**src/rtl/ttt_pkg.sv**
```systemverilog
// Shared tic-tac-toe definitions: result codes, sequencer states, winning lines and
// the cell-to-board-bit mapping used by every block that touches the board.
package ttt_pkg;

    localparam logic [1:0] RES_PLAY = 2'b00;
    localparam logic [1:0] RES_XWIN = 2'b01;
    localparam logic [1:0] RES_OWIN = 2'b10;
    localparam logic [1:0] RES_DRAW = 2'b11;

    typedef enum logic [2:0] {
        ST_IDLE,
        ST_WAIT,
        ST_CHECK,
        ST_WRITE,
        ST_JUDGE,
        ST_OVER
    } state_t;

    // Cell triples (1..9): rows, columns, diagonals
    localparam logic [3:0] WIN_LINES [8][3] = '{
        '{4'd1, 4'd2, 4'd3}, '{4'd4, 4'd5, 4'd6}, '{4'd7, 4'd8, 4'd9},
        '{4'd1, 4'd4, 4'd7}, '{4'd2, 4'd5, 4'd8}, '{4'd3, 4'd6, 4'd9},
        '{4'd1, 4'd5, 4'd9}, '{4'd3, 4'd5, 4'd7}
    };

    // Cell k occupies bits {19-2k (O), 18-2k (X)}
    function automatic logic [4:0] cell_bit(input logic [3:0] k, input logic is_o);
        logic [4:0] lo;
        lo = 5'd18 - {k, 1'b0};
        return is_o ? lo + 5'd1 : lo;
    endfunction

endpackage

```
**src/rtl/ttt_line_checker.sv**
```systemverilog
// Combinational three-in-a-row detector over one player's 9 marks (bit i = cell i+1).
module ttt_line_checker
    import ttt_pkg::*;
(
    input  logic [8:0] marks,
    output logic       win
);

    always_comb begin
        win = 1'b0;
        for (int l = 0; l < 8; l++) begin
            if (marks[WIN_LINES[l][0] - 4'd1] &&
                marks[WIN_LINES[l][1] - 4'd1] &&
                marks[WIN_LINES[l][2] - 4'd1])
                win = 1'b1;
        end
    end

endmodule

```
**src/rtl/ttt_move_sequencer.sv**
```systemverilog
// Tic-tac-toe move sequencer: debounces keypad presses, places marks on the board,
// alternates turns and judges win/draw. Sole writer of board, is_turn_o and result.
module ttt_move_sequencer
    import ttt_pkg::*;
#(
    parameter int KEY_STABLE_CYC = 3,
    parameter bit FIRST_IS_O     = 1'b0
) (
    input  logic        clk,
    input  logic        rst_n,
    input  logic [3:0]  key_data,
    input  logic        is_main,
    input  logic        new_game,
    output logic [17:0] board,
    output logic        is_turn_o,
    output logic [1:0]  result,
    output logic        move_ok,
    output logic        move_rej
);

    localparam int          CW  = $clog2(KEY_STABLE_CYC + 1);
    localparam logic [CW:0] KSC = (CW + 1)'(KEY_STABLE_CYC);

    state_t        state, state_n;
    logic [3:0]    prev_key, cur_k, cur_k_n;
    logic [CW-1:0] cnt;
    logic [CW:0]   hit_cnt;
    logic          armed, key_vld, hit, acc;
    logic [17:0]   board_n;
    logic          turn_n, ok_n, rej_n, win;
    logic [1:0]    result_n;
    logic [8:0]    mover_marks, occupied;

    always_comb begin
        key_vld = (key_data != 4'd0) && (key_data <= 4'd9);
        hit_cnt = '0;
        if (key_vld)
            hit_cnt = (key_data == prev_key) ? {1'b0, cnt} + 1'b1 : (CW + 1)'(1);
        hit = armed && (hit_cnt == KSC);
        acc = hit && (state != ST_IDLE);
    end

    // A qualified press disarms the qualifier until the key is released
    always_ff @(posedge clk) begin
        if (!rst_n) begin
            prev_key <= 4'd0;
            cnt      <= '0;
            armed    <= 1'b1;
        end else begin
            prev_key <= key_data;
            cnt      <= (hit_cnt >= KSC) ? KSC[CW-1:0] : hit_cnt[CW-1:0];
            if (key_data == 4'd0)
                armed <= 1'b1;
            else if (hit)
                armed <= 1'b0;
        end
    end

    always_comb begin
        for (int i = 0; i < 9; i++) begin
            mover_marks[i] = board[cell_bit(4'(i + 1), is_turn_o)];
            occupied[i]    = board[5'(2 * i)] | board[5'(2 * i + 1)];
        end
    end

    ttt_line_checker u_line_checker (
        .marks (mover_marks),
        .win   (win)
    );

    // Outputs are registered: each state's effect is loaded on the edge entering it,
    // so the mark shows in WRITE and the verdict shows in JUDGE.
    always_comb begin
        state_n  = state;
        board_n  = board;
        turn_n   = is_turn_o;
        result_n = result;
        ok_n     = 1'b0;
        rej_n    = 1'b0;
        cur_k_n  = cur_k;
        case (state)
            ST_IDLE: if (!is_main) state_n = ST_WAIT;
            ST_WAIT: begin
                if (is_main) begin
                    state_n = ST_IDLE;
                end else if (acc) begin
                    cur_k_n = key_data;
                    state_n = ST_CHECK;
                end
            end
            ST_CHECK: begin
                if (board[cell_bit(cur_k, 1'b1)] || board[cell_bit(cur_k, 1'b0)]) begin
                    rej_n   = 1'b1;
                    state_n = is_main ? ST_IDLE : ST_WAIT;
                end else begin
                    board_n[cell_bit(cur_k, is_turn_o)] = 1'b1;
                    ok_n    = 1'b1;
                    state_n = ST_WRITE;
                end
            end
            ST_WRITE: begin
                if (win)
                    result_n = is_turn_o ? RES_OWIN : RES_XWIN;
                else if (&occupied)
                    result_n = RES_DRAW;
                else
                    turn_n = ~is_turn_o;
                state_n = ST_JUDGE;
            end
            ST_JUDGE: begin
                if (result != RES_PLAY) state_n = ST_OVER;
                else                    state_n = is_main ? ST_IDLE : ST_WAIT;
            end
            ST_OVER: if (acc) rej_n = 1'b1;
            default: state_n = ST_IDLE;
        endcase
        if (new_game) begin
            board_n  = '0;
            result_n = RES_PLAY;
            turn_n   = FIRST_IS_O;
            ok_n     = 1'b0;
            rej_n    = 1'b0;
            state_n  = is_main ? ST_IDLE : ST_WAIT;
        end
    end

    always_ff @(posedge clk) begin
        if (!rst_n) begin
            state     <= ST_IDLE;
            board     <= '0;
            is_turn_o <= FIRST_IS_O;
            result    <= RES_PLAY;
            move_ok   <= 1'b0;
            move_rej  <= 1'b0;
            cur_k     <= 4'd0;
        end else begin
            state     <= state_n;
            board     <= board_n;
            is_turn_o <= turn_n;
            result    <= result_n;
            move_ok   <= ok_n;
            move_rej  <= rej_n;
            cur_k     <= cur_k_n;
        end
    end

endmodule
```
**config.mk**
```make
export PLATFORM = sky130hd
export DESIGN_NAME = ttt_move_sequencer
export DESIGN_NICKNAME = d
export VERILOG_FILES = /design/src/rtl/ttt_pkg.sv /design/src/rtl/ttt_line_checker.sv /design/src/rtl/ttt_move_sequencer.sv
export SDC_FILE = /design/constraint.sdc
export NUM_CORES = 1
export LEC_CHECK = 0
export ABC_AREA = 1
export BUFFER_PORTS_ARGS = -buffer_cell sky130_fd_sc_hd__buf_2
export CAP_MARGIN = 20
export CORE_MARGIN = 1.5
export CORE_UTILIZATION = 55
export CTS_BUF_LIST = sky130_fd_sc_hd__clkbuf_16
export CTS_CLUSTER_DIAMETER = 30
export CTS_CLUSTER_SIZE = 14
export DETAILED_ROUTE_END_ITERATION = 8
export MAX_ROUTING_LAYER = met4
export PLACE_DENSITY = 0.75
export SLEW_MARGIN = 10
export SYNTH_ARGS = -nofsm -noshare
export SYNTH_HDL_FRONTEND = slang
export SYNTH_HIERARCHICAL = 1
export SYNTH_SLANG_ARGS = --single-unit
```
**constraint.sdc**
```tcl
create_clock -name clk -period 2.2 [get_ports clk]
set_input_delay 0.44 -clock clk [delete_from_list [all_inputs] [get_ports clk]]
set_output_delay 0.44 -clock clk [all_outputs]
set_load 0.03 [all_outputs]
```
==> metrics.txt <==
drt drc=0; Mapped Avg Cell Area=6.486 um2; Worst Clk Skew=0.005047 ns; final instance area=2222 um2; crit path launch=cur_k[1]$_SDFFE_PN0P_; register area share after synthesis=39.65%; Skew-Pair Late Insertion Delay=0.27 ns; DR vias=1,852; Tcrit/Tclk final=89.47%; CTS Buf Count=5; first-pass GRT wire length=6.589 mm; die height=61.28 um; post-DP HPWL=3.084 mm; Initial Utilization=59.72%; Max Buffers Root-to-Sink=2; Worst R2R End=board[15]$_SDFFE_PP0N_; FFs w/ async S/R, synth=0%; Clk pwr share=46.3%; Pre-Repair DR Iteration Count=6; Yosys reg bits=37; Switching Fraction=21.29%; Cell Area, Synth=1868 um2; status=finished, final reports clean; Util after Layout=71.04%; crit path max fanout=11; most frequent cell after synthesis=nand2_1; Antenna Cells=0; Core Area=3128 um2; die width=61.28 um; die area=3755 um2; GRT Util Overall=24.37%; sequential share of power=48.4%; Sink Count=37; VDD IR max=0.4371 mV; Logic pwr share=5.3%; worst-case reg-to-reg path depth=11; startpoint types=flip-flop; DP Worst Slack=0.1059 ns; FP Rows=20; initial DRC count=116; ranking of synthesized cells by area=dfxtp_1 (40%), nand2_1 (15%), inv_1 (11%), o21ai_0 (5.9%), nand3_1 (5.6%); clock root buffer=clkbuf_16; largest net degree at the start of global routing=24; register-to-register path setup slack=0.23 ns; dpl cells=359; Internal Pwr Total=0.001110 W; power density cells=634.7 nW/um2; critical path arrival=2.17 ns; GR Overflow Total=0; H-tree depth=2; post-route ant nets=0; wire length per cell=11.43 um; Pleak=1.073 nW; # IOs=31; RSZ-0062 raised after global routing=false; vias per cell=5.046; WP data required=2.41 ns; CTS tree=yes; number of synthesized flops with an enable pin=0; worst slew pin tran=0.3488 ns; worst reg2reg startpoint=cur_k[1]$_SDFFE_PN0P_; critical path class=flip-flop to flip-flop; Ys Warns=6; relative slew slack=76.56%; Max-Cap Viols=0; Top FF cell, synth=dfxtp_1; fin crit period=1.968 ns; placed instance area=2061 um2; Post-synth top cells=nand2_1 (73), inv_1 (54), dfxtp_1 (37), nor2_1 (26), o21ai_0 (22); hold_buf cts=0; vias in the first global route=1,529; Syn-to-layout area delta=18.96%; final-stage net count=333; WHS Path Cells=3; f_max=0.5080 GHz; Synth top area share=39.65%; Total Routed Length=4.193 mm; initial antenna violation count=0; Psw=0.0003003 W; Cells after Synth=288; Critical Path End Type=flip-flop; post-route setup slack=0.2316 ns; Cell Count, Final, Fillers Out=367; Worst setup endpoint=board[15]$_SDFFE_PP0N_; Final Max Tran Viols=0; share of layout cells above drive strength 1=14.55%; Port-buffer cells=30; Final Hold Viols=0; placer congestion estimate=0.8808; min-delay worst type=input port to flip-flop; setup_tns=0 ns; Unique masters post-synth=26; area leader, netlist=dfxtp_1; Reg clk slew, reported paths=0.05 ns; count of final setup violators=0; net count of the mapped netlist=298
kinds of logic (layout without fill, tap and decap cells):
logic type      Yosys count  count (layout)  synth area share, %
simple gates            127             127                28.13
fa+ha+maj                 2               2                1.339
xor+xnor                  5               5                2.344
buf+inv                  62              97                12.93
compound gates           55              55                15.61
flops                    37              37                39.65
cells in the final DEF (no fill, tap or decap), types with 2 or more instances in the layout:
master and n:
inv_1 55, a21oi_1 10, buf_4 2, nand2_1 73, buf_2 30, dfxtp_1 36
nor2_1 26, o21ai_1 15, ha_1 2, inv_2 3, xnor2_1 3, clkbuf_16 5
nor3_1 3, o22ai_1 4, nand3_1 21, o21ai_0 22
power by group through the flow:
stage	Combinational, W	Clock (W)	Sequential [W]
5_1_grt	0.0000858	0.000690	0.000684
2_1_floorplan	0.0000519	0	0.000697
3_5_place_dp	0.0000740	0	0.000697
4_1_cts	0.0000743	0.000656	0.000683
3_3_place_gp	0.0000730	0	0.000697
6_report	0.0000748	0.000653	0.000683
state kept, by name, indices dropped and copies added, names as in the netlist:
signal     flops
is_turn_o      1
cur_k          4
state          3
result         2
prev_key       4
armed          1
move_ok        1
cnt            2
move_rej       1
board         18
stage by stage:
stage | hold WS, ns | total power, W
2_1_floorplan | 0.4187 | 0.0007486
3_3_place_gp | 0.4321 | 0.0007705
3_5_place_dp | 0.4347 | 0.0007715
4_1_cts | 0.4119 | 0.001413
5_1_grt | 0.4242 | 0.001459
6_report | 0.4133 | 0.001410
worst max-delay path, cell delays in order (launching register included):
cell and delay, ns:
dfxtp_1 0.40, inv_1 0.13, ha_1 0.27, xnor2_2 0.17, nand3_1 0.11, nor2_1 0.06, nor2_2 0.16, nand3_2 0.14
nor2_4 0.18, buf_12 0.14, nand3_1 0.08, o21ai_1 0.08
what timing repair did:
action | CTS | global route
gates resized for setup | 0 | 2
endpoints found under the setup margin | 0 | 17
setup buffers | 0 | 1
per-layer routing:
metal / track usage, % / vias to the layer above / routed length (um)
met4: 7.764 / 0 / 47
met5: - / - / 0
met2: 36.47 / 69 / 1885
met1: 32.94 / 805 / 1958
li1: - / 972 / -
met3: 5.042 / 6 / 302
worst min-delay path by stage:
stage	slack, ns	start	to
6_report	0.41	key_data[0]	prev_key[0]$_SDFF_PN0_
5_1_grt	0.42	key_data[0]	prev_key[0]$_SDFF_PN0_
4_1_cts	0.41	key_data[0]	prev_key[0]$_SDFF_PN0_
3_5_place_dp	0.43	armed$_SDFFE_PP1P_	armed$_SDFFE_PP1P_
3_3_place_gp	0.43	armed$_SDFFE_PP1P_	armed$_SDFFE_PP1P_
2_1_floorplan	0.42	armed$_SDFFE_PP1P_	armed$_SDFFE_PP1P_
area by class of cell:
class | count | area, um2
clock buffers | 5 | 125.1
clock inverters | 2 | 7.507
fillers | 288 | 905.9
inverters | 57 | 214.0
multi-input cells | 189 | 893.4
flip-flops and latches | 37 | 742.0
well taps | 44 | 55.05
repair buffers | 33 | 185.2
Note: power is estimated with default switching activity, not from simulation.
